File: src/rtl/store_buffer_if.sv
// Pipeline/memory-side signal bundle for the store buffer.
// The slave modport is the buffer; the master modport is the pipeline + data memory side.
interface store_buffer_if #(
  parameter int AW = 32,
  parameter int DW = 32
);
  logic          st_valid;
  logic [AW-1:0] st_addr;
  logic [DW-1:0] st_data;
  logic          st_ready;
  logic          ld_valid;
  logic [AW-1:0] ld_addr;
  logic          fwd_hit;
  logic [DW-1:0] fwd_data;
  logic          mem_read;
  logic          mem_write;
  logic [AW-1:0] mem_addr;
  logic [DW-1:0] mem_wdata;

  modport master (
    output st_valid, st_addr, st_data, ld_valid, ld_addr,
    input  st_ready, fwd_hit, fwd_data, mem_read, mem_write, mem_addr, mem_wdata
  );

  modport slave (
    input  st_valid, st_addr, st_data, ld_valid, ld_addr,
    output st_ready, fwd_hit, fwd_data, mem_read, mem_write, mem_addr, mem_wdata
  );
endinterface

File: src/rtl/store_buffer.sv
// In-order write-back store buffer: drains to the data memory port when no load
// needs it, and forwards the youngest matching buffered store to loads.
module store_buffer #(
  parameter int DEPTH = 4,
  parameter int AW    = 32,
  parameter int DW    = 32
) (
  input  logic                   clk,
  input  logic                   rst,
  store_buffer_if.slave          bus,
  output logic                   empty,
  output logic                   full,
  output logic [$clog2(DEPTH):0] count
);
  localparam int PW = $clog2(DEPTH);
  localparam int CW = PW + 1;

  logic [AW-1:0] addr_q [DEPTH];
  logic [DW-1:0] data_q [DEPTH];
  logic [PW-1:0] head_q, head_d;
  logic [PW-1:0] tail_q, tail_d;
  logic [CW-1:0] count_q, count_d;
  logic          push, pop;
  logic [PW-1:0] idx;

  // Reset forces the buffer to look empty so a drain in progress stops at once.
  always_comb begin
    empty        = !rst || (count_q == '0);
    full         = rst && (count_q == CW'(DEPTH));
    count        = count_q;
    bus.st_ready = rst && !full;
  end

  // NOTE: every output gets a default before the if/else chain, so no path
  // leaves a signal unassigned and no latch is inferred.
  always_comb begin
    bus.mem_read  = 1'b0;
    bus.mem_write = 1'b0;
    bus.mem_addr  = '0;
    bus.mem_wdata = '0;
    if (bus.ld_valid) begin
      bus.mem_read = 1'b1;
      bus.mem_addr = bus.ld_addr;
    end else if (!empty) begin
      bus.mem_write = 1'b1;
      bus.mem_addr  = addr_q[head_q];
      bus.mem_wdata = data_q[head_q];
    end
  end

  // Scan oldest to youngest so the last match (closest to tail) wins.
  always_comb begin
    bus.fwd_hit  = 1'b0;
    bus.fwd_data = '0;
    idx          = '0;
    for (int i = 0; i < DEPTH; i++) begin
      idx = head_q + PW'(i);
      if (bus.ld_valid && rst && (CW'(i) < count_q) && (addr_q[idx] == bus.ld_addr)) begin
        bus.fwd_hit  = 1'b1;
        bus.fwd_data = data_q[idx];
      end
    end
  end

  always_comb begin
    push    = bus.st_valid && bus.st_ready;
    pop     = bus.mem_write;
    head_d  = pop  ? head_q + PW'(1) : head_q;
    tail_d  = push ? tail_q + PW'(1) : tail_q;
    count_d = count_q;
    case ({push, pop})
      2'b10:   count_d = count_q + CW'(1);
      2'b01:   count_d = count_q - CW'(1);
      default: count_d = count_q;
    endcase
  end

  // NOTE: sequential state uses non-blocking assignments so every flop samples
  // its _d value from before the edge; combinational blocks above use blocking.
  always_ff @(posedge clk) begin
    if (!rst) begin
      head_q  <= '0;
      tail_q  <= '0;
      count_q <= '0;
    end else begin
      head_q  <= head_d;
      tail_q  <= tail_d;
      count_q <= count_d;
    end
  end

  // NOTE: entry storage has no reset; count_q alone decides which entries are
  // live, so stale contents are never observed and the array can map to RAM.
  always_ff @(posedge clk) begin
    if (push) begin
      addr_q[tail_q] <= bus.st_addr;
      data_q[tail_q] <= bus.st_data;
    end
  end
endmodule

File: src/flat_wrapper.sv
// flat-port wrapper written by rule: the top's interface ports become plain ports
module store_buffer_flat 
#(
  parameter int DEPTH = 4,
  parameter int AW    = 32,
  parameter int DW    = 32
)
  (clk, rst, empty, full, count, bus_st_valid, bus_st_addr, bus_st_data, bus_ld_valid, bus_ld_addr, bus_st_ready, bus_fwd_hit, bus_fwd_data, bus_mem_read, bus_mem_write, bus_mem_addr, bus_mem_wdata);
  store_buffer_if #(.AW(AW), .DW(DW)) bus_i ();
  input  logic clk;
  input  logic rst;
  output logic empty;
  output logic full;
  output logic [$clog2(DEPTH):0] count;
  input wire logic [$bits(bus_i.st_valid)-1:0] bus_st_valid;
  input wire logic [$bits(bus_i.st_addr)-1:0] bus_st_addr;
  input wire logic [$bits(bus_i.st_data)-1:0] bus_st_data;
  input wire logic [$bits(bus_i.ld_valid)-1:0] bus_ld_valid;
  input wire logic [$bits(bus_i.ld_addr)-1:0] bus_ld_addr;
  output wire logic [$bits(bus_i.st_ready)-1:0] bus_st_ready;
  output wire logic [$bits(bus_i.fwd_hit)-1:0] bus_fwd_hit;
  output wire logic [$bits(bus_i.fwd_data)-1:0] bus_fwd_data;
  output wire logic [$bits(bus_i.mem_read)-1:0] bus_mem_read;
  output wire logic [$bits(bus_i.mem_write)-1:0] bus_mem_write;
  output wire logic [$bits(bus_i.mem_addr)-1:0] bus_mem_addr;
  output wire logic [$bits(bus_i.mem_wdata)-1:0] bus_mem_wdata;
  assign bus_i.st_valid = bus_st_valid;
  assign bus_i.st_addr = bus_st_addr;
  assign bus_i.st_data = bus_st_data;
  assign bus_i.ld_valid = bus_ld_valid;
  assign bus_i.ld_addr = bus_ld_addr;
  assign bus_st_ready = bus_i.st_ready;
  assign bus_fwd_hit = bus_i.fwd_hit;
  assign bus_fwd_data = bus_i.fwd_data;
  assign bus_mem_read = bus_i.mem_read;
  assign bus_mem_write = bus_i.mem_write;
  assign bus_mem_addr = bus_i.mem_addr;
  assign bus_mem_wdata = bus_i.mem_wdata;
  store_buffer #(.DEPTH(DEPTH), .AW(AW), .DW(DW)) u_core (.clk(clk), .rst(rst), .bus(bus_i), .empty(empty), .full(full), .count(count));
endmodule
File: config.mk
export PLATFORM = sky130hd
export DESIGN_NAME = store_buffer_flat
export DESIGN_NICKNAME = d
export VERILOG_FILES = /design/src/rtl/store_buffer_if.sv /design/src/rtl/store_buffer.sv /design/src/flat_wrapper.sv
export SDC_FILE = /design/constraint.sdc
export NUM_CORES = 1
export LEC_CHECK = 0
export CAP_MARGIN = 20
export CORE_MARGIN = 1.5
export CORE_UTILIZATION = 50
export DETAILED_ROUTE_END_ITERATION = 16
export GPL_TIMING_DRIVEN = 0
export PLACE_DENSITY = 0.75
export SLEW_MARGIN = 20
export SYNTH_ARGS = -nofsm -noshare
export SYNTH_HDL_FRONTEND = slang
export SYNTH_SLANG_ARGS = --single-unit
File: constraint.sdc
create_clock -name clk -period 7.2 [get_ports clk]
set_clock_uncertainty 0.15 [all_clocks]
set_input_delay 1.08 -clock clk [delete_from_list [all_inputs] [get_ports clk]]
set_output_delay 1.08 -clock clk [all_outputs]
set_load 0.03 [all_outputs]
# After elaboration in Yosys (flattened, before gate mapping)
# Memory sizes are Yosys's and may differ from the RTL's. A register that Yosys moved wholly into a read port is not among the register bits.
# Index checks and enable logic that the tools add are counted.
[op_classes] addsub=6 magnitude_cmp=4 n_eq_ne=7 muxes=22 reduce_logical=17
[op_table] op="two-way mux 32 bit" n=8
[op_table] op="equality test 32 bit" n=4
[op_table] op="logical AND 1 bit" n=12
[op_table] op="two-way mux 1 bit" n=9
[op_table] op="two-way mux 2 bit" n=4
[op_table] op="less-than comparator 1 x 3 -> 1 bit, first input constant" n=2
[op_table] op="less-than comparator 2 x 3 -> 1 bit, first input constant" n=2
[op_table] op="one-hot mux 3 bit (2 select lines)" n=1
[op_table] op="adder 2 x 1 -> 2 bit, second input constant" n=2
[op_table] op="adder 2 bit, second input constant" n=2
[op_table] op="adder 3 x 1 -> 3 bit, second input constant" n=1
[op_table] op="equality test 3 bit, second input constant" n=1
[op_table] op="zero test 3 bit" n=1
[op_table] op="subtractor 3 x 1 -> 3 bit, second input constant" n=1
[op_table] op="equality test 2 x 1 -> 1 bit, second input constant" n=1
[op_table] op="equality test 2 bit, second input constant" n=1
[op_table] op="zero test 1 bit" n=2
[op_table] op="nonzero test 2 bit" n=1
[op_table] op="logical OR 1 bit" n=1
[word_totals] ff_bits=7 ramBits=256 in_bits=100 out_inout_bits=105 elab_cells=61 memories=2
[mem_list] name="u_core.addr_q" words=4 word_bits=32 read_ports=4 rd_ports_with_merged_regs=1 wr=1 line_no="store_buffer.sv:18" source="logic [AW-1:0] addr_q [DEPTH];"
[mem_list] name="u_core.data_q" words=4 word_bits=32 read_ports=4 rd_ports_with_merged_regs=1 wr=1 line_no="store_buffer.sv:19" source="logic [DW-1:0] data_q [DEPTH];"

# Longest topological paths before layout
# Gate-level depths: netlist of run 1.
[depth] word_depth=7 ltp_mapped=15

# Least setup slack after synthesis of run 1
# Ideal clock, no wire load.
[synth_path] path_type="input-to-output" from="in bus_ld_valid" to="out bus_fwd_data[30]" arrival_ps=3824 required_ps=5970 path_slack_ps=2146 path_stages=11 path_cell_list="clkbuf_1 -> and2_1 -> o311ai_1 -> nor4_1 -> nand4_1 -> or4b_1 -> clkbuf_1 -> or3_4 -> buf_6 -> clkbuf_1 -> o22ai_1"
[synth_between] elab_chain_len=7
[synth_rtl] element="from (decl)" line_no="flat_wrapper.sv:18" source="input wire logic [$bits(bus_i.ld_valid)-1:0] bus_ld_valid;"
[synth_rtl] element="logical AND 1 bit (*)" line_no="store_buffer.sv:58" source="if (bus.ld_valid && rst && (CW'(i) < count_q) && (addr_q[idx] == bus.ld_addr)) begin"
[synth_rtl] element="logical AND 1 bit (2 in series)" line_no="store_buffer.sv:58"
[synth_rtl] element="two-way mux 32 bit (3 in series)" line_no="store_buffer.sv:58"
[synth_rtl] element="two-way mux 32 bit (*)" line_no="store_buffer.sv:58"
[synth_rtl] element="to (decl)" line_no="flat_wrapper.sv:22" source="output wire logic [$bits(bus_i.fwd_data)-1:0] bus_fwd_data;"
# Every way passes the cells marked *; elsewhere a longest branch is shown, timed or not.

# Worst setup path in the final report of run 1
[layout_path] from="reg u_core.head_q[0]" to="out bus_fwd_data[18]"
[layout_between] elab_chain_len=7
[layout_rtl] element="from (decl)" line_no="store_buffer.sv:20" source="logic [PW-1:0] head_q, head_d;"
[layout_rtl] element="from (signal assigned)" line_no="store_buffer.sv:82" source="head_q <= '0;"
[layout_rtl] element="from (signal assigned)" line_no="store_buffer.sv:86" source="head_q <= head_d;"
[layout_rtl] element="adder 2 x 1 -> 2 bit" line_no="store_buffer.sv:57" source="idx = head_q + PW'(i);"
[layout_rtl] element="memory (4 x 32 bit)"
[layout_rtl] element="equality test 32 bit" line_no="store_buffer.sv:58"
[layout_rtl] element="logical AND 1 bit" line_no="store_buffer.sv:58"
[layout_rtl] element="two-way mux 32 bit (2 in series)" line_no="store_buffer.sv:58"
[layout_rtl] element="two-way mux 32 bit (*)" line_no="store_buffer.sv:58"
# Marked as above.

==> run metrics, run 1 <==
power density cells=204.6 mW/mm2; Worst-Skew Late Latency=0.59 ns; Final Hold Violating Endpoints=0; post-route worst hold slack=approximately 0.38 ns; detailed-route DRC error count=0; fraction of post-synthesis cell area in the top cell type by area=a little over 40%; Detailed Route WL=around 79 mm; leakage power summed over all cells=roughly 6.8 nW; cell type with the largest total area after synthesis=sky130_fd_sc_hd__edfxtp_1; hold wc startpoint=u_core.tail_q[1]; endpoint of the worst hold path=u_core.tail_q[1]; TritonCTS clock tree=yes; post-synthesis instance total=around 1600; Max Clk Rate=approximately 0.14 GHz; Layout fillers=3094; flops & latches, synth=roughly 270; Post-DRT Antenna Nets=0; Synthesized Nets=about 1700; ranking of synthesized cells by instance count=sky130_fd_sc_hd__edfxtp_1 (256), sky130_fd_sc_hd__mux2i_1 (221), sky130_fd_sc_hd__xnor2_1 (97); Relative slew margins=21.65%; initial core utilization=50.65%; first-pass GRT wire length=about 110 mm; Max FO, Critical Path=10; Critical Path Source Type=flop; library cell used as clock root buffer=sky130_fd_sc_hd__clkbuf_16; asr flop ratio synth=0%; pin count of the biggest net entering global routing=between 40 and 50; maximum count of clock buffers along a single path=3; global placement routability congestion=between 1 and 1.5; fraction of layout instances using a drive strength above 1=between 10% and 20%; synth top area cells=sky130_fd_sc_hd__edfxtp_1 (40%), sky130_fd_sc_hd__mux2i_1 (12%), sky130_fd_sc_hd__mux4_2 (10%), sky130_fd_sc_hd__mux2_2 (4.7%), sky130_fd_sc_hd__xnor2_1 (4.5%); hold buffers post-CTS=0; Tightest Pin Transition=around 1.2 ns; Critical Path End Type=primary output; post-route clock period utilization=101.2%; Vias/cell=slightly above 7; required arrival time at the worst endpoint=about 6.0 ns; top-level port count=205; Finish-stage setup viols=5; layout-stage area growth over the synthesis result=19.30%; maximum VDD drop=~0.21 mV; max_cap viols=0; floorplan row count=roughly 70; detailed-route via count=16440; least setup slack across all paths after layout=-0.08737 ns; horizontal die dimension=~200 um; maximum cell stage delay along the critical path=around 0.73 ns; slack of the worst reg-to-reg path=about 2.8 ns; number of detailed-route iterations in the first pass=7; end-of-flow core utilization=around 60%; total number of clock tree sinks=265; sequential element share of the synthesized area=41.44%; CP Data Arrival Time=6.06 ns; path class of the lowest-slack min-delay path=reg2reg; die span in y=a little under 200 um; Ant. Diodes=0; post-DP HPWL=just under 60 mm; Bufs and invs on worst path=5; violations in the final reports=negative setup slack; IO buf count=between 150 and 200; status=finished with violations; type of the setup path with the least slack=reg2out; cell class contributing the biggest share of worst-path delay=buffers and inverters; violation count after the first detailed-route iteration=~2200; worst-path cell with the longest stage delay=sky130_fd_sc_hd__clkdlybuf4s50_1; Final Max Tran Viols=0; maximum level of the CTS H-tree=1; minimum period implied by the final worst setup slack=7.287 ns; cell with the most instances after synthesis=sky130_fd_sc_hd__edfxtp_1; drt wl/cell=between 30 and 40 um; Remaining Overflow, GRT=0; via count of the first global-routing pass=15620; prevailing post-synth register cell=sky130_fd_sc_hd__edfxtp_1; Avg Cell Area, Syn=about 12 um2; Post-synth EDFFs=between 200 and 300; critical register-to-register path startpoint=u_core.head_q[0]; most common cell type on the critical path=sky130_fd_sc_hd__buf_2; Worst Reg-to-Reg Cells=11; synth unique cells=80; capture point of the worst reg-to-reg path=u_core.head_q[1]; number of buffers created by CTS=30; overall die area=0.03915 mm2; number of antenna violations at the first check in global routing=2; post-CTS clock slew at the launch and capture registers of the worst setup and hold paths=approximately 0.060 ns; synthesis warning total=0; cells along the critical path=buf_2 > buf_4 > mux4_2 > xnor2_1 > nand4_1 > nor4bb_4 > nand2_1 > buf_2 > clkbuf_1 > nor4b_1 > a311oi_1 > o22ai_1 > clkdlybuf4s50_1; RSZ-0062 raised after global routing=no; all-layer global routing usage=between 40% and 50%; number of stages on the worst hold path=2; core region area=between 0.03 and 0.04 mm2; Total Nets Final=1883; cell area after synthesis=approximately 0.019 mm2
[area by class of cell]
type                       instances  area [um2]  share of cell area [%]
timing repair buffer             181        1876                   8.280
buffer                           163       872.1                   3.850
clock buffer                      39       804.5                   3.552
inverter                          16       60.06                  0.2651
multi-input combinational       1117       10290                   45.42
sequential                       265        7868                   34.73
clock inverter                    17       244.0                   1.077
tap                              511       639.4                   2.823
[layer usage]
metal	part of all wire (%)	wire length (um)	vias to the layer above	track usage (%)
met5	0.015	12	-	0
met4	3.0	2361	2	10.43
met1	43	34080	8332	59.93
met2	42	33420	1268	58.35
li1	-	-	6681	-
met3	12	9543	156	9.743
[per-stage QoR]
step | TNS (ns) | cell area (um2) | total power, mW | instances | setup slack (ns)
2_1_floorplan | 0 | 18990 | 2.498 | 1561 | 2.146
3_3_place_gp | 0 | 21390 | 2.953 | 2248 | 0.08163
3_5_place_dp | 0 | 21540 | 2.965 | 2253 | 0.1942
4_1_cts | 0 | 22610 | 4.599 | 2309 | 0.007609
5_1_grt | 0 | 22650 | 4.729 | 2309 | 0.007529
6_report | -0.2269 | 22650 | 4.635 | 2309 | -0.08737
[cells by family (layout without fill, tap and decap cells)]
kind of cell | after synthesis | after routing | synth area share, %
muxes | 398 | 398 | 27.35
and+or+nand+nor | 313 | 313 | 9.582
AOI/OAI and AO/OA | 290 | 290 | 11.26
DFF | 265 | 265 | 41.44
buffers and inverters | 179 | 416 | 4.843
xor gates and xnor gates | 107 | 107 | 4.936
adders and majority gates | 9 | 9 | 0.5931
[worst max-delay path by stage]
stage	startpoint	to	slack, ns	cells past startpoint
2_1_floorplan	bus_ld_valid	bus_fwd_data[30]	2.15	11
3_3_place_gp	bus_ld_addr[13]	bus_fwd_data[18]	0.08	11
3_5_place_dp	bus_ld_addr[10]	bus_fwd_data[18]	0.19	12
4_1_cts	flop	bus_fwd_data[28]	0.008	13
5_1_grt	bus_ld_addr[21]	bus_fwd_data[30]	0.008	12
6_report	u_core.head_q[0]	bus_fwd_data[18]	-0.09	13
[flip-flops by register name (all words and copies together), names as in the netlist, named ones only]
register / count
u_core.data_q: 128
u_core.addr_q: 128
u_core.head_q: 2
u_core.tail_q: 2
u_core.count: 3
[worst reg2reg max path: stages, from the launching register on]
cell,delay [ns]
sky130_fd_sc_hd__dfxtp_1,0.34
sky130_fd_sc_hd__buf_2,0.44
sky130_fd_sc_hd__buf_4,0.39
sky130_fd_sc_hd__buf_4,0.28
sky130_fd_sc_hd__buf_2,0.35
sky130_fd_sc_hd__buf_2,0.39
sky130_fd_sc_hd__buf_2,0.46
sky130_fd_sc_hd__buf_4,0.29
sky130_fd_sc_hd__clkbuf_1,0.66
sky130_fd_sc_hd__nand2_1,0.14
sky130_fd_sc_hd__xnor2_1,0.19
sky130_fd_sc_hd__and2_1,0.20
[what timing repair did]
item,4_1_cts,5_1_grt
endpoints found under the setup margin,32,32
gates resized for setup,5,11
buffers inserted,0,0
[placed cells by master, fill, tap and decap left out, types with 10 or more instances in the layout]
master / count
sky130_fd_sc_hd__inv_1: 14
sky130_fd_sc_hd__nor4b_1: 20
sky130_fd_sc_hd__nand2b_1: 14
sky130_fd_sc_hd__a22o_1: 25
sky130_fd_sc_hd__buf_6: 16
sky130_fd_sc_hd__a21oi_1: 19
sky130_fd_sc_hd__clkbuf_16: 30
sky130_fd_sc_hd__clkbuf_1: 74
sky130_fd_sc_hd__xor2_1: 10
sky130_fd_sc_hd__and2_1: 45
sky130_fd_sc_hd__buf_2: 37
sky130_fd_sc_hd__xnor2_1: 96
sky130_fd_sc_hd__a311oi_1: 50
sky130_fd_sc_hd__o22ai_1: 43
sky130_fd_sc_hd__nor3_1: 12
sky130_fd_sc_hd__o21ai_0: 53
sky130_fd_sc_hd__a41o_1: 12
sky130_fd_sc_hd__mux2i_1: 221
sky130_fd_sc_hd__nand2_1: 73
sky130_fd_sc_hd__clkdlybuf4s50_1: 176
sky130_fd_sc_hd__a31oi_1: 11
sky130_fd_sc_hd__nand4_1: 19
sky130_fd_sc_hd__mux2_2: 80
sky130_fd_sc_hd__edfxtp_1: 256
sky130_fd_sc_hd__nand3_1: 12
sky130_fd_sc_hd__mux4_2: 87
sky130_fd_sc_hd__buf_1: 17
sky130_fd_sc_hd__nor4_1: 39
sky130_fd_sc_hd__buf_4: 18
sky130_fd_sc_hd__nor2_1: 21
[power breakdown]
part           switching [mW]  total [mW]  internal (mW)
Clock                   0.657        1.65          0.997
Combinational           0.743        1.21          0.464
Sequential             0.0334        1.77           1.74
Total                    1.43        4.63           3.20
(Power assumes the default switching activity.)
==> run 2, diff against run 1 <==
--- a/config.mk
+++ b/config.mk
@@ -5,12 +5,12 @@
 export SDC_FILE = /design/constraint.sdc
 export NUM_CORES = 1
 export LEC_CHECK = 0
-export CAP_MARGIN = 20
+export ABC_AREA = 1
 export CORE_MARGIN = 1.5
-export CORE_UTILIZATION = 50
+export CORE_UTILIZATION = 30
 export DETAILED_ROUTE_END_ITERATION = 16
 export GPL_TIMING_DRIVEN = 0
-export PLACE_DENSITY = 0.75
+export PLACE_DENSITY = 0.51
 export SLEW_MARGIN = 20
 export SYNTH_ARGS = -nofsm -noshare
 export SYNTH_HDL_FRONTEND = slang
==> run 2 against run 1 <==
- the run now ends clean
- hold slack gained 0.019 ns
- synthesized cell count grew 75%
- utilization shrank 23 points
- power grew 19%
- critical path depth grew 3
- sequential share of layout area shrank 1.3 points
- worst setup slack gained 0.72 ns
- via count grew 29%
- sequential power is essentially flat
- critical path type unchanged
- largest cell class unchanged
- largest power group is now combinational cells
==> run metrics, run 2 <==
cell with the most instances after synthesis=sky130_fd_sc_hd__nand2_1 (was sky130_fd_sc_hd__edfxtp_1); Max Clk Rate=0.1523 GHz (was 0.1372 GHz); power density cells=234.9 mW/mm2 (was 204.6 mW/mm2); synthesis warning total=0 (unchanged); Worst-Skew Late Latency=0.54 ns (was 0.59 ns); asr flop ratio synth=0% (unchanged); Detailed Route WL=98.67 mm (was 79.42 mm); sequential element share of the synthesized area=41.44% (about the same); core region area=0.06285 mm2 (was 0.03749 mm2); detailed-route via count=21190 (was 16440); post-CTS clock slew at the launch and capture registers of the worst setup and hold paths=0.05 ns (was 0.06 ns); total power=5.527 mW (was 4.635 mW); die span in y=254.6 um (was 197.9 um); share of total power in the clock network=31.4% (was 35.7%); pre-CTS setup slack=0.9354 ns (was 0.1942 ns); post-synthesis instance total=2727 (was 1561); Remaining Overflow, GRT=0 (unchanged); power share of the combinational group=36.6% (was 26.1%); maximum count of clock buffers along a single path=3 (unchanged); ranking of synthesized cells by instance count=sky130_fd_sc_hd__nand2_1 (1122), sky130_fd_sc_hd__inv_1 (258), sky130_fd_sc_hd__edfxtp_1 (256) (was sky130_fd_sc_hd__edfxtp_1 (256), sky130_fd_sc_hd__mux2i_1 (221), sky130_fd_sc_hd__xnor2_1 (97)); initial core utilization=30.21% (was 50.65%); Power Internal=3.325 mW (was 3.201 mW); required arrival time at the worst endpoint=5.97 ns (about the same); IO buf count=204 (was 176); number of antenna violations at the first check in global routing=5 (was 2); Avg Cell Area, Syn=6.962 um2 (was 12.16 um2); post-DP HPWL=73.14 mm (was 58.47 mm); pin count of the biggest net entering global routing=21 (was 41); hold buffers post-CTS=0 (unchanged); Final Max Tran Viols=0 (unchanged); horizontal die dimension=254.6 um (was 197.9 um); synth top area cells=sky130_fd_sc_hd__edfxtp_1 (40%), sky130_fd_sc_hd__nand2_1 (22%), sky130_fd_sc_hd__o21ai_0 (5.3%), sky130_fd_sc_hd__inv_1 (5.1%), sky130_fd_sc_hd__nand3_1 (4.3%) (was sky130_fd_sc_hd__edfxtp_1 (40%), sky130_fd_sc_hd__mux2i_1 (12%), sky130_fd_sc_hd__mux4_2 (10%), sky130_fd_sc_hd__mux2_2 (4.7%), sky130_fd_sc_hd__xnor2_1 (4.5%)); fraction of post-synthesis cell area in the top cell type by area=40.49% (about the same); first-pass GRT wire length=139.4 mm (was 111.5 mm); maximum cell stage delay along the critical path=0.74 ns (was 0.73 ns); met3 WL=8.832 mm (was 9.543 mm); floorplan row count=92 (was 71); Critical Path End Type=primary output (unchanged); Post-DRT Antenna Nets=0 (unchanged); library cell used as clock root buffer=sky130_fd_sc_hd__clkbuf_16 (unchanged); number of detailed-route iterations in the first pass=6 (was 7); type of the setup path with the least slack=reg2out (unchanged); prevailing post-synth register cell=sky130_fd_sc_hd__edfxtp_1 (unchanged); flops & latches, synth=265 (unchanged); path class of the lowest-slack min-delay path=reg2reg (unchanged); violation count after the first detailed-route iteration=2608 (was 2153); Inst Count DP=3790 (was 2253); cells along the critical path=buf_6 > buf_1 > nand2_1 > nand2_1 > nand2_1 > o21ai_1 > xor2_1 > nand2_1 > nor3_1 > nand3_1 > nor2_1 > buf_4 > buf_4 > nand2_1 > nand2_1 > clkdlybuf4s50_1 (was buf_2 > buf_4 > mux4_2 > xnor2_1 > nand4_1 > nor4bb_4 > nand2_1 > buf_2 > clkbuf_1 > nor4b_1 > a311oi_1 > o22ai_1 > clkdlybuf4s50_1); part of the total power dissipated in sequential elements=32.0% (was 38.3%); maximum VDD drop=0.1709 mV (was 0.2101 mV); most common cell after layout, fill and taps aside=sky130_fd_sc_hd__nand2_1 (was sky130_fd_sc_hd__edfxtp_1); most common cell type on the critical path=sky130_fd_sc_hd__nand2_1 (was sky130_fd_sc_hd__buf_2); max_cap viols=0 (unchanged); CP Data Arrival Time=5.34 ns (was 6.06 ns); post-route clock period utilization=91.19% (was 101.2%); Critical Path Source Type=flop (unchanged); number of instances resized during post-cts repair=0 (was 5); Tightest Pin Transition=1.183 ns (was 1.175 ns); worst-path cell with the longest stage delay=sky130_fd_sc_hd__buf_1 (was sky130_fd_sc_hd__clkdlybuf4s50_1); drt wl/cell=25.60 um (was 34.39 um); wire length on met1=42.87 mm (was 34.08 mm); wire length on met2=42.76 mm (was 33.42 mm); total number of clock tree sinks=265 (unchanged); detailed-route DRC error count=0 (unchanged); Final Cell Area=0.02353 mm2 (was 0.02265 mm2); Layout fillers=6662 (was 3094); minimum period implied by the final worst setup slack=6.566 ns (was 7.287 ns); Finish-stage setup viols=0 (was 5); cell area after synthesis=0.01899 mm2 (about the same); maximum level of the CTS H-tree=2 (was 1); overall die area=0.06480 mm2 (was 0.03915 mm2); Synthesized Nets=2836 (was 1670); Relative slew margins=21.15% (was 21.65%); Vias/cell=5.497 (was 7.120); final std cells w/o fill=3855 (was 2309); RSZ-0062 raised after global routing=no (unchanged); all-layer global routing usage=29.91% (was 40.18%); layout-stage area growth over the synthesis result=23.95% (was 19.30%); fraction of layout instances using a drive strength above 1=6.684% (was 17.91%); top-level port count=205 (unchanged); total cell area at the placement stage=0.02240 mm2 (was 0.02154 mm2); number of buffers created by CTS=35 (was 30); post-route worst hold slack=0.3944 ns (was 0.3757 ns); Highest Signal Layer=met5 (unchanged); least setup slack across all paths after layout=0.6345 ns (was -0.08737 ns); status=completed (was finished with violations); switching component of the power=2.201 mW (was 1.433 mW); Post-synth EDFFs=256 (unchanged); Max FO, Critical Path=10 (unchanged); via count of the first global-routing pass=20170 (was 15620); global placement routability congestion=1.011 (was 1.030); highest-count cells in the layout ignoring fill and taps=sky130_fd_sc_hd__nand2_1 (1122), sky130_fd_sc_hd__inv_1 (258), sky130_fd_sc_hd__edfxtp_1 (256) (was sky130_fd_sc_hd__edfxtp_1 (256), sky130_fd_sc_hd__mux2i_1 (221), sky130_fd_sc_hd__clkdlybuf4s50_1 (176)); synth unique cells=36 (was 80); fraction of power spent switching nets=39.83% (was 30.93%); Final Hold Violating Endpoints=0 (unchanged); cell type with the largest total area after synthesis=sky130_fd_sc_hd__edfxtp_1 (unchanged); Total Nets Final=3090 (was 1883); number of setup buffers added after CTS=0 (unchanged); TritonCTS clock tree=yes (unchanged); leakage power summed over all cells=10.15 nW (was 6.846 nW)
==> run 2: area by class of cell <==
type | instances | area, um2 | share of cell area [%]
Clock buffer | 41 | 919.6 | 3.908
Multi-Input combinational cell | 2032 | 9334 | 39.66
Timing Repair Buffer | 217 | 2320 | 9.857
Tap cell | 846 | 1059 | 4.498
Antenna cell | 2 | 5.005 | 0.02127
Sequential cell | 265 | 7868 | 33.43
Buffer | 163 | 812.0 | 3.451
Inverter | 267 | 1007 | 4.280
Clock inverter | 22 | 209.0 | 0.8879
==> run 2: final timing paths <==
kind / startpoint / endpoint / slack (ns) / cells past startpoint
worst max-delay path: u_core.head_q[0] / bus_fwd_data[2] / 0.63 / 16
worst min-delay path: u_core.tail_q[1] / u_core.tail_q[1] / 0.39 / 2
worst max register to register: u_core.head_q[1] / u_core.head_q[1] / 4.10 / 8
worst min register to register: u_core.tail_q[1] / u_core.tail_q[1] / 0.39 / 2
==> run 2: routing by layer <==
layer | track usage (%) | vias to the layer above
li1 | - | 9529
met1 | 41.42 | 10240
met2 | 46.25 | 1191
met3 | 4.919 | 228
met4 | 12.17 | 6
met5 | 0 | -
==> run 2: cell families after synthesis <==
| logic type | after synthesis | synth area share, % |
|---|---|---|
| XOR/XNOR | 29 | 1.338 |
| AO/OA/AOI/OAI | 512 | 15.73 |
| flip-flops | 265 | 41.44 |
| AND/OR/NAND/NOR | 1482 | 31.33 |
| buffers and inverters | 430 | 9.569 |
| adder cells (fa/ha/maj) | 9 | 0.5931 |
==> run 2: worst max-delay path: cells and delay by family (launching register included) <==
kind                      cells  cell delay, ns
xor gates and xnor gates      1            0.59
buffers and inverters         5            2.12
DFF                           1            0.32
and+or+nand+nor               9            1.64
AOI/OAI and AO/OA             1            0.09
==> run 2: metrics by stage <==
step	utilization, %	setup TNS (ns)
after floorplan	-	0
after global routing	37.44	0
after global placement	35.14	-457.99
after CTS	37.43	0
after detailed placement	35.63	0
final	37.44	0
==> run 2: power groups by stage <==
stage	registers, mW	clock network [mW]	logic [mW]
floorplan	1.80	0	1.10
global placement	1.81	0	1.93
detailed placement	1.80	0	1.95
CTS	1.77	1.77	1.96
global route	1.77	1.82	2.14
finish	1.77	1.73	2.02
==> run 3, diff against run 2 <==
--- a/config.mk
+++ b/config.mk
@@ -8,7 +8,9 @@
 export ABC_AREA = 1
 export CORE_MARGIN = 1.5
 export CORE_UTILIZATION = 30
+export CTS_CLUSTER_SIZE = 28
 export DETAILED_ROUTE_END_ITERATION = 16
+export GPL_ROUTABILITY_DRIVEN = 0
 export GPL_TIMING_DRIVEN = 0
 export PLACE_DENSITY = 0.51
 export SLEW_MARGIN = 20
==> run 3 against run 2 <==
- critical path depth down 7
- power down 2.4%
- clock-buffer cell count down 2
- first-iteration DRC count up 24%
- sequential power about the same
- worst setup slack better by 0.13 ns
- critical path type is now in2out
- critical endpoint is now bus_mem_addr[10]
- largest power group unchanged
==> run metrics, run 3 (synthesized netlist as in run 2, its figures left out) <==
slack of the worst reg-to-reg path=4.12 ns (was 4.10 ns); Max FO, Critical Path=10 (unchanged); power share of the combinational group=36.3% (was 36.6%); floorplan row count=92 (unchanged); least setup slack across all paths after layout=0.7631 ns (was 0.6345 ns); library cell used as clock root buffer=sky130_fd_sc_hd__clkbuf_16 (unchanged); total number of clock tree sinks=265 (unchanged); number of antenna violations at the first check in global routing=8 (was 5); Final Max Tran Viols=0 (unchanged); post-CTS clock slew at the launch and capture registers of the worst setup and hold paths=0.06 ns (was 0.05 ns); top-level port count=205 (unchanged); max_cap viols=0 (unchanged); end-of-flow core utilization=37.47% (was 37.44%); Detailed Route WL=90.60 mm (was 98.67 mm); core region area=0.06285 mm2 (unchanged); Total Nets Final=3090 (unchanged); RSZ-0062 raised after global routing=no (unchanged); share of total power in the clock network=30.9% (was 31.4%); number of setup buffers added after CTS=0 (unchanged); maximum level of the CTS H-tree=2 (unchanged); switching component of the power=2.127 mW (was 2.201 mW); minimum period implied by the final worst setup slack=6.437 ns (was 6.566 ns); layout-stage area growth over the synthesis result=24.05% (was 23.95%); Relative slew margins=23.59% (was 21.15%); maximum VDD drop=0.1397 mV (was 0.1709 mV); detailed-route DRC error count=0 (unchanged); pin count of the biggest net entering global routing=20 (was 21); Final Hold Violating Endpoints=0 (unchanged); part of the total power dissipated in sequential elements=32.8% (was 32.0%); endpoint of the worst hold path=u_core.tail_q[1] (unchanged); path class of the lowest-slack min-delay path=reg2reg (unchanged); Final Cell Area=0.02355 mm2 (was 0.02353 mm2); Post-DRT Antenna Nets=0 (unchanged); initial core utilization=30.21% (unchanged); CP Data Arrival Time=5.21 ns (was 5.34 ns); TritonCTS clock tree=yes (unchanged); Critical Path End Type=primary output (unchanged); number of buffers created by CTS=34 (was 35); post-DP HPWL=66.31 mm (was 73.14 mm); number of instances resized during post-cts repair=0 (unchanged); pre-CTS setup slack=0.8152 ns (was 0.9354 ns); maximum count of clock buffers along a single path=3 (unchanged); Finish-stage setup viols=0 (unchanged); number of stages on the worst hold path=2 (unchanged); required arrival time at the worst endpoint=5.97 ns (about the same); fraction of power spent switching nets=39.44% (was 39.83%); die span in y=254.6 um (unchanged); Remaining Overflow, GRT=0 (unchanged); Layout fillers=6590 (was 6662); Max Clk Rate=0.1554 GHz (was 0.1523 GHz); Worst Reg-to-Reg Cells=7 (was 8); Power Internal=3.266 mW (was 3.325 mW); IO buf count=204 (unchanged); all-layer global routing usage=27.50% (was 29.91%); overall die area=0.06480 mm2 (unchanged); horizontal die dimension=254.6 um (unchanged); Vias/cell=5.536 (was 5.497); highest-count cells in the layout ignoring fill and taps=sky130_fd_sc_hd__nand2_1 (1122), sky130_fd_sc_hd__inv_1 (258), sky130_fd_sc_hd__edfxtp_1 (256) (unchanged); Tightest Pin Transition=1.146 ns (was 1.183 ns); first-pass GRT wire length=130.4 mm (was 139.4 mm); post-route clock period utilization=89.40% (was 91.19%); critical register-to-register path startpoint=u_core.count[0] (was u_core.head_q[1]); total cell area at the placement stage=0.02247 mm2 (was 0.02240 mm2); most common cell after layout, fill and taps aside=sky130_fd_sc_hd__nand2_1 (unchanged); type of the setup path with the least slack=in2out (was reg2out); fraction of layout instances using a drive strength above 1=6.593% (was 6.684%); violation count after the first detailed-route iteration=3243 (was 2608); power density cells=229.0 mW/mm2 (was 234.9 mW/mm2); hold buffers post-CTS=0 (unchanged); capture point of the worst reg-to-reg path=u_core.data_q[0][30] (was u_core.head_q[1]); Critical Path Source Type=primary input (was flop); number of detailed-route iterations in the first pass=9 (was 6); status=completed (unchanged); detailed-route via count=21330 (was 21190); via count of the first global-routing pass=20150 (was 20170); leakage power summed over all cells=10.15 nW (about the same); drt wl/cell=23.52 um (was 25.60 um); Worst-Skew Late Latency=0.56 ns (was 0.54 ns); hold wc startpoint=u_core.tail_q[1] (unchanged)
==> run 3: changes by cell type in the layout (fill, tap and decap cells not counted), sizes merged <==
cell      delta
clkbuf       -2
clkinvlp     -1
bufinv       -1
buf          +1
diode        +1
clkinv       -2
inv          +1
==> run 3: power by group through the flow <==
stage | sequential (mW) | clock, mW | combinational (mW)
after floorplan | 1.80 | 0 | 1.10
after global placement | 1.81 | 0 | 1.83
after detailed placement | 1.80 | 0 | 1.87
after CTS | 1.77 | 1.70 | 1.87
after global routing | 1.77 | 1.75 | 2.06
final | 1.77 | 1.67 | 1.96
==> run 3: through the flow <==
| stage | TNS [ns] | cells | power [mW] | hold slack [ns] |
|---|---|---|---|---|
| final | 0 | 3852 | 5.393 | 0.4024 |
| after global routing | 0 | 3852 | 5.587 | 0.4557 |
| after detailed placement | 0 | 3791 | 3.664 | 0.4040 |
| after global placement | -421.77 | 3777 | 3.641 | 0.3569 |
| after floorplan | 0 | 2727 | 2.901 | 0.3397 |
| after CTS | 0 | 3849 | 5.338 | 0.4127 |
==> run 3: critical path, cell delays in order <==
cell,delay [ns]
sky130_fd_sc_hd__clkdlybuf4s50_1,0.77
sky130_fd_sc_hd__inv_1,0.26
sky130_fd_sc_hd__a21oi_1,0.17
sky130_fd_sc_hd__inv_1,0.09
sky130_fd_sc_hd__nor2_2,0.64
sky130_fd_sc_hd__inv_2,0.32
sky130_fd_sc_hd__clkbuf_1,0.55
sky130_fd_sc_hd__o22ai_1,0.55
sky130_fd_sc_hd__clkdlybuf4s50_1,0.76
==> run 3: worst max path at each step <==
| stage | from | endpoint | slack [ns] | depth (start not counted) |
|---|---|---|---|---|
| after floorplan | rst | u_core.addr_q[0][0] | 1.83 | 4 |
| after global placement | rst | u_core.addr_q[2][30] | -1.80 | 5 |
| after detailed placement | rst | bus_mem_addr[10] | 0.82 | 9 |
| after CTS | rst | bus_mem_addr[10] | 0.81 | 9 |
| after global routing | rst | bus_mem_addr[20] | 0.64 | 9 |
| final | rst | bus_mem_addr[10] | 0.76 | 9 |
==> run 3: per-layer routing <==
layer | track usage (%) | up-vias | wire length, um | share of wire (%)
li1 | - | 9533 | - | -
met1 | 36.71 | 9995 | 36750 | 41
met2 | 41.49 | 1481 | 38620 | 43
met5 | 0 | - | 58 | 0.064
met4 | 14.96 | 8 | 5329 | 5.9
met3 | 5.777 | 308 | 9839 | 11
==> run 3: layout make-up <==
cell class / instances / area (um2) / area share [%]
clock inverter: 19 / 183.9 / 0.7810
timing repair buffer: 218 / 2392 / 10.16
sequential: 265 / 7868 / 33.41
tap: 846 / 1059 / 4.495
multi-input combinational: 2032 / 9334 / 39.63
clock buffer: 39 / 890.9 / 3.783
inverter: 267 / 1007 / 4.277
antenna: 3 / 7.507 / 0.03188
buffer: 163 / 809.5 / 3.437
